[src/rtl/forth_regfile_v2.sv]
// Forth core register bank: 2 registered read ports, general + PC write, PSP/RSP push/pop with sticky bounds errors.
// Optional macro FORTH_REGFILE_BYPASS_EN forwards same-edge updates into the read ports.
module forth_regfile_v2 #(
   parameter int DATA_W  = 16,
   parameter int ADDR_W  = 4,
   parameter int PSP_MIN = 48,
   parameter int PSP_MAX = 55,
   parameter int RSP_MIN = 56,
   parameter int RSP_MAX = 63
) (
   input  logic              c_CLOCK,
   input  logic              c_RESETn,
   input  logic [1:0]        i_SSRSet,
   input  logic [ADDR_W-1:0] i_RADDRA,
   output logic [DATA_W-1:0] o_RDATAA,
   input  logic [ADDR_W-1:0] i_RADDRB,
   output logic [DATA_W-1:0] o_RDATAB,
   input  logic              f_WRITE,
   input  logic [ADDR_W-1:0] i_WADDR,
   input  logic [DATA_W-1:0] i_DATA,
   input  logic              f_PCWRITE,
   input  logic [DATA_W-1:0] i_PCDATA,
   input  logic [1:0]        i_PSPOP,
   input  logic [1:0]        i_RSPOP,
   input  logic              f_FLAGCLR,
   output logic              o_SSR,
   output logic [DATA_W-1:0] o_PC,
   output logic [DATA_W-1:0] o_PSP,
   output logic [DATA_W-1:0] o_RSP,
   output logic [DATA_W-1:0] o_OfR,
   output logic [3:0]        o_STKERR
);

   localparam int NREGS = 2 ** ADDR_W;
   localparam logic [DATA_W-1:0] L_PSP_MIN = DATA_W'(PSP_MIN);
   localparam logic [DATA_W-1:0] L_PSP_MAX = DATA_W'(PSP_MAX);
   localparam logic [DATA_W-1:0] L_RSP_MIN = DATA_W'(RSP_MIN);
   localparam logic [DATA_W-1:0] L_RSP_MAX = DATA_W'(RSP_MAX);

   logic [DATA_W-1:0] r_regs [NREGS];
   logic [DATA_W-1:0] w_reg_next [NREGS];
   logic              w_wr_hit [NREGS];
   logic [DATA_W-1:0] r_rdata_a;
   logic [DATA_W-1:0] r_rdata_b;
   logic              r_ssr;
   logic [3:0]        r_stkerr;
   logic [DATA_W-1:0] w_psp_move;
   logic [DATA_W-1:0] w_rsp_move;
   logic [3:0]        w_err_new;

   // Stack moves; a general write to the same pointer suppresses the op and its flag.
   always_comb begin
      w_psp_move = r_regs[1];
      w_rsp_move = r_regs[2];
      w_err_new  = 4'b0000;
      if (!w_wr_hit[1]) begin
         case (i_PSPOP)
            2'b01: if (r_regs[1] == L_PSP_MAX) w_err_new[0] = 1'b1;
                   else w_psp_move = r_regs[1] + DATA_W'(1);
            2'b10: if (r_regs[1] == L_PSP_MIN) w_err_new[1] = 1'b1;
                   else w_psp_move = r_regs[1] - DATA_W'(1);
            default: ;
         endcase
      end
      if (!w_wr_hit[2]) begin
         case (i_RSPOP)
            2'b01: if (r_regs[2] == L_RSP_MAX) w_err_new[2] = 1'b1;
                   else w_rsp_move = r_regs[2] + DATA_W'(1);
            2'b10: if (r_regs[2] == L_RSP_MIN) w_err_new[3] = 1'b1;
                   else w_rsp_move = r_regs[2] - DATA_W'(1);
            default: ;
         endcase
      end
   end

   genvar gi;
   generate
      for (gi = 0; gi < NREGS; gi++) begin : g_reg
         assign w_wr_hit[gi] = f_WRITE && (i_WADDR == ADDR_W'(gi));
         if (gi == 0) begin : g_pc
            assign w_reg_next[gi] = w_wr_hit[gi] ? i_DATA :
                                    (f_PCWRITE ? i_PCDATA : r_regs[gi]);
         end else if (gi == 1) begin : g_psp
            assign w_reg_next[gi] = w_wr_hit[gi] ? i_DATA : w_psp_move;
         end else if (gi == 2) begin : g_rsp
            assign w_reg_next[gi] = w_wr_hit[gi] ? i_DATA : w_rsp_move;
         end else begin : g_gen
            assign w_reg_next[gi] = w_wr_hit[gi] ? i_DATA : r_regs[gi];
         end
      end
   endgenerate

   always_ff @(posedge c_CLOCK or negedge c_RESETn) begin
      if (!c_RESETn) begin
         for (int k = 0; k < NREGS; k++) begin
            r_regs[k] <= (k == 1) ? L_PSP_MIN : ((k == 2) ? L_RSP_MIN : '0);
         end
         r_rdata_a <= '0;
         r_rdata_b <= '0;
         r_ssr     <= 1'b0;
         r_stkerr  <= 4'b0000;
      end else begin
         for (int k = 0; k < NREGS; k++) begin
            r_regs[k] <= w_reg_next[k];
         end
`ifdef FORTH_REGFILE_BYPASS_EN
         r_rdata_a <= w_reg_next[i_RADDRA];
         r_rdata_b <= w_reg_next[i_RADDRB];
`else
         r_rdata_a <= r_regs[i_RADDRA];
         r_rdata_b <= r_regs[i_RADDRB];
`endif
         case (i_SSRSet)
            2'd0:    r_ssr <= 1'b0;
            2'd1:    r_ssr <= 1'b1;
            default: r_ssr <= r_ssr;
         endcase
         // New errors are OR'd after the clear so they survive a same-cycle clear.
         r_stkerr <= (f_FLAGCLR ? 4'b0000 : r_stkerr) | w_err_new;
      end
   end

   assign o_RDATAA = r_rdata_a;
   assign o_RDATAB = r_rdata_b;
   assign o_SSR    = r_ssr;
   assign o_STKERR = r_stkerr;
   assign o_PC     = r_regs[0];
   assign o_PSP    = r_regs[1];
   assign o_RSP    = r_regs[2];
   assign o_OfR    = r_regs[3];

endmodule

[config.mk]
export PLATFORM = sky130hd
export DESIGN_NAME = forth_regfile_v2
export DESIGN_NICKNAME = d
export VERILOG_FILES = /design/src/rtl/forth_regfile_v2.sv
export SDC_FILE = /design/constraint.sdc
export NUM_CORES = 1
export LEC_CHECK = 0
export ABC_AREA = 0
export BUFFER_PORTS_ARGS = -buffer_cell sky130_fd_sc_hd__buf_2
export CELL_PAD_IN_SITES_DETAIL_PLACEMENT = 0
export CELL_PAD_IN_SITES_GLOBAL_PLACEMENT = 1
export CORE_MARGIN = 2
export CORE_UTILIZATION = 54
export DETAILED_ROUTE_END_ITERATION = 7
export PLACE_DENSITY = 0.93
export SETUP_SLACK_MARGIN = 0.2
export SYNTH_ARGS = -nofsm -noshare
export SYNTH_HDL_FRONTEND = slang
export SYNTH_SLANG_ARGS = --single-unit
[constraint.sdc]
create_clock -name c_CLOCK -period 4.15 [get_ports c_CLOCK]
set_clock_uncertainty 0.1 [all_clocks]
set_input_delay 0.415 -clock c_CLOCK [delete_from_list [all_inputs] [get_ports c_CLOCK]]
set_output_delay 0.415 -clock c_CLOCK [all_outputs]
set_load 0.005 [all_outputs]
; ---- Word-level counts from Yosys, hierarchy flattened
; Cells that the tools add are included.
[classes]
n_addsub = 4
multipliers = 0
div = 0
n_lt_le_gt_ge = 2
eq_ne = 28
shifts = 0
muxes = 28
bitwise_logic = 3
reduce_logical = 24
[ops]
columns = cell, n
row1 = $mux W16, 12
row2 = $bmux W16 S4, 2
row3 = $eq A16 B6 Y1 const B, 4
row4 = $pmux W16 S2, 2
row5 = $add A16 B1 Y16 const B, 2
row6 = $eq A4 B4 Y1 const B, 8
row7 = $sub A16 B1 Y16 const B, 2
row8 = $eq A4 B3 Y1 const B, 4
row9 = $logic_and A1 B1 Y1, 16
row10 = $ne A3 B3 Y1 const B, 4
row11 = $ge A5 B5 Y1 const B, 2
row12 = $not A4 Y5, 2
row13 = $eq A4 B2 Y1 const B, 2
row14 = $mux W1, 8
row15 = $eq A2 B1 Y1 const B, 3
row16 = $reduce_and A3 Y1, 2
row17 = $reduce_bool A3 Y1, 2
row18 = $eq A2 B2 Y1 const B, 2
row19 = $eq A4 B1 Y1 const B, 1
row20 = $logic_not A4 Y1, 1
row21 = $mux W2, 2
row22 = $mux W4, 1
row23 = $or A4 B4 Y4, 1
row24 = $reduce_bool A2 Y1, 2
row25 = 2 further kinds, 2
[word_totals]
register_bits = 293
latchBits = 0
ramBits = 0
mem_bits_ro = 0
output_inout_bits = 101
memories = 0

; ---- Depth between registers and ports, before layout
[logic_depth]
depth_word = 5
depth_mapped = 10
mapped_depth_nobuf = 9

; ---- Worst setup path after synthesis
; No wires, ideal clock.
[synth_timing]
path_kind = input to register
startpoint = input i_PSPOP[0]
endpoint = register r_regs, in the netlist o_PSP[14]
setup_ns = 0.101
t_arrival_ns = 2.511
slack_ns = 1.438
path_stages = 10
path_buffers = 1
cell_sequence = nand2b_1 > clkbuf_1 > xnor2_1 > ha_1 > or4_1 > nor2_1 > o32ai_1 > mux2_2 > o21a_1 > o32ai_1
[synth_via]
elab_chain_cells = 3
[synth_rtl]
columns = item, line
row1 = start: declaration, 23  ; input logic [1:0] i_PSPOP,
row2 = $eq A2 B2 Y1 or $eq A2 B1 Y1 (tied branches), 57  ; case (i_PSPOP)
row3 = "$ne A3 B3 Y1 (no source line), or another cell as far along", --
row4 = $reduce_and A3 Y1 (no source line) or $mux W16 (tied branches), --
row5 = end signal: indexed assignment, 96  ; r_regs[k] <= (k == 1) ? L_PSP_MIN : ((k == 2) ? L_RSP_MIN : '0);
row6 = end signal: indexed assignment, 104  ; r_regs[k] <= w_reg_next[k];
row7 = end: declaration, 40  ; logic [DATA_W-1:0] r_regs [NREGS];
; Parallel ways exist; a longest one is shown, timed or not.
; A chain may end at the register's enable or synchronous reset.

; ---- Worst setup path after layout
[layout_timing]
startpoint = register r_regs, in the netlist o_PSP[4]
endpoint = register r_regs, in the netlist o_PSP[2]
[layout_via]
elab_chain_cells = 3
[layout_rtl]
columns = item, line
row1 = $eq A16 B6 Y1 (on tied branches), "60, 58"
row2 = $ne A3 B3 Y1 (no source line), --
row3 = $reduce_and A3 Y1 (no source line) (*), --
; Every way passes the cells marked *; elsewhere a longest branch is shown, timed or not.

==> results.md <==
* Worst setup EP type: flop
* M1 WL at 17,900 microns
* Met2 Wirelength at 23,000 microns
* I/O Buffers at 155
* TritonCTS clock tree: yes
* First-pass GRT wire length at 71,600 microns
* Lkg Pwr at 7.64 nW
* Vias in the first global route at 11,700
* Hold Path Depth at 2
* XOR/XNOR share of the synthesized area at 0.896%
* DR DRC count at 0
* Top area cells in the synthesized netlist: dfrtp_1, mux4_2, mux2_2
* R2R depth at 7
* Clk root buf: clkbuf_16
* Fmax at 0.304 GHz
* Startpoint Class: flop
* Fraction of synthesized area in multiplexers at 37.4%
* Fraction of layout instances using a drive strength above 1 at 49.1%
* Die height at 179 microns
* Sequential cell area fraction in the yosys report at 44.1%
* Non-filler cells in the finished layout at 1,684
* CP Data Required Time at 4.45 ns
* Commonest non-fill, non-tap cell in the layout: dfrtp_1
* Synthesized net count at 1,276
* Async set or reset register ratio after synthesis at 100%
* Number of synthesized flops with an enable pin at 0
* Arr. time, crit path at 3.58 ns
* Antenna violations before repair at 2
* Critical path fanouts, max at 19
* Highest metal used: met5
* Die W at 179 microns
* Status: finished, final reports clean
* Post-route minimum period at 3.29 ns
* Area grow syn2layout at 10.6%
* Clock latency on the worst-skew pair at 0.51 ns
* Synth top area share at 43.4%
* Yosys cell types at 65
* Setup TNS at 0 ns
* Warnings from Yosys at 0
* Met3 wire length at 4170 microns
* Ant diodes at 0
* Dpl cells at 1,622
* Mean post-synth cell area at 13.6 sq um
* Depth of the CTS H-tree at 2
* Critical path class: reg -> reg
* Area leader, netlist: dfrtp_1
* Cell count after synthesis at 1,219
* Floorplan row count at 64
* Compound-gate portion of the synthesized area at 4.82%
* Die footprint at 32,200 sq um
* Commonest non-fill, non-tap cells in the layout: dfrtp_1, mux2_2, mux4_2
* Final nets at 1,320
* Clock tree buffer depth at 3
* GRT Overall Usage at 29.1%
* GPL Wtd Cong at 0.893
* Ports at 156
* DR vias at 11,400
* Setup violations, final at 0
* Post-Syn Area at 16,600 sq um
* Core Area at 30,400 sq um
* Total Routed Length at 46,500 microns
* Clk pin slew, worst setup/hold paths at 0.06 ns
* Congestion Overflow GR at 0
* Simple-Gate Fraction of Synth Area at 6.77%
* RSZ-0062 raised after global routing: false
* Hold Crit Class: in -> reg
* Vias per inst at 6.79
* Main synth FF type: dfrtp_1
* Largest net degree at the start of global routing at 132
* PwrDens at 556 nW/um^2
* Pins Over Slew Limit at 0
* DRT Pass-1 Iters at 5
* Detailed Route Iter0 Violations at 1,080
* Avg WL per Cell at 27.6 microns
* Slew of the pin with the lowest slew margin at 1.22 ns
* Post-synthesis adder-cell area fraction at 0.151%
* Max_cap viols at 0
* Antenna-violating nets left at 0
* Final Hold Vio Count at 0
* Max-slew headroom at 18.5%
* Fin crit share at 79.2%
* Clk sinks at 293
* Largest family of logic cells by synthesized area: multiplexers
* Starting Density at 54.6%
* Yosys reg bits at 293
* Post-CTS setup buffer count at 0
* Post-DP HPWL at 30,200 microns
* CTS buffer count at 34
* Peak supply drop at 0.000407 V
## power by group
part	switching [mW]	internal [mW]	leakage, nW	total, mW
logic	1.08	1.55	3.52	2.63
registers	0.979	3.60	3.57	4.58
clock network	1.19	1.82	0.557	3.01
total	3.25	6.97	7.64	10.2
## critical path: stages (launching register included)
cell and delay, ns:
dfstp_2 0.68, nand2_1 0.11, a2111oi_1 0.78, a41oi_1 0.25, o21ai_2 0.68, buf_4 0.31
a31oi_1 0.06, o22a_1 0.20
## registers in the layout, summed over array words and instances, names as in the netlist
signal / flops
r_regs: 192
o_OfR: 16
o_PC: 16
o_PSP: 16
o_RDATAA: 16
o_RDATAB: 16
o_RSP: 16
o_STKERR: 4
o_SSR: 1
## logic make-up (layout without fill, tap and decap cells)
family          Yosys count  count (layout)
compound gates          119             119
buf+inv                 182             251
flops                   293             293
mux                     394             394
xor+xnor                 17              17
fa+ha+maj                 2               2
simple gates            212             212
## routing by layer
metal	GRT usage [%]	vias up
met2	47.5	669
met3	5.37	105
met5	0	-
met4	10.7	2
met1	39.2	5954
li1	-	4702
## worst paths after layout
path                                        from                       to  slack (ns)
setup / recovery            o_PSP[4]$_DFFE_PN1P_     o_PSP[2]$_DFFE_PN0P_        0.86
hold reg to reg            o_STKERR[2]$_DFF_PN0_    o_STKERR[2]$_DFF_PN0_        0.39
setup reg to reg            o_PSP[4]$_DFFE_PN1P_     o_PSP[2]$_DFFE_PN0P_        0.86
hold / removal                       i_SSRSet[0]        o_SSR$_DFFE_PN0P_        0.03
max in group asynchronous               c_RESETn  r_regs[176]$_DFFE_PN0P_        2.41
min in group asynchronous               c_RESETn   r_regs[83]$_DFFE_PN0P_        0.53
## Yosys cell counts (4+ instances only)
cell type,number
nand4_1,8
a21oi_1,48
nand2b_1,8
inv_1,6
mux2i_1,23
o22ai_1,7
buf_1,19
o21ai_0,13
and3_1,5
nor3_1,12
xor2_1,14
dfstp_2,5
mux4_2,158
nor2b_1,4
buf_4,65
nand2_1,28
dfrtp_1,288
clkbuf_1,77
or4_1,7
buf_2,12
mux2_2,211
or3_1,14
nor2_1,65
nor4_1,15
o22a_1,12
nand3_1,22
## cell type report
class | count | area [sq um]
Inverter | 6 | 22.5
Fill cell | 2281 | 12000
Clock inverter | 11 | 111
Sequential cell | 293 | 7340
Clock buffer | 50 | 1010
Timing Repair Buffer | 184 | 1090
Tap cell | 396 | 495
Multi-Input combinational cell | 744 | 8320
## per-stage QoR
| stage | area (sq um) | worst slack (ns) | power, mW | hold slack (ns) | util (%) |
|---|---|---|---|---|---|
| after floorplan | 16600 | 1.44 | 6.32 | 0.0194 | - |
| after global placement | 17300 | 1.05 | 7.05 | 0.362 | 56.7 |
| after detailed placement | 17300 | 0.928 | 7.19 | 0.369 | 56.7 |
| after CTS | 18400 | 0.913 | 10.2 | 0.0264 | 60.4 |
| after global routing | 18400 | 0.668 | 10.7 | 0.0405 | 60.4 |
| final | 18400 | 0.862 | 10.2 | 0.0308 | 60.4 |
## repair_timing
item                      4_1_cts  5_1_grt
resized for setup               0        0
hold buffers                    1        0
hold endpoints to repair       11        0
Power figures use the tool's default switching activity.
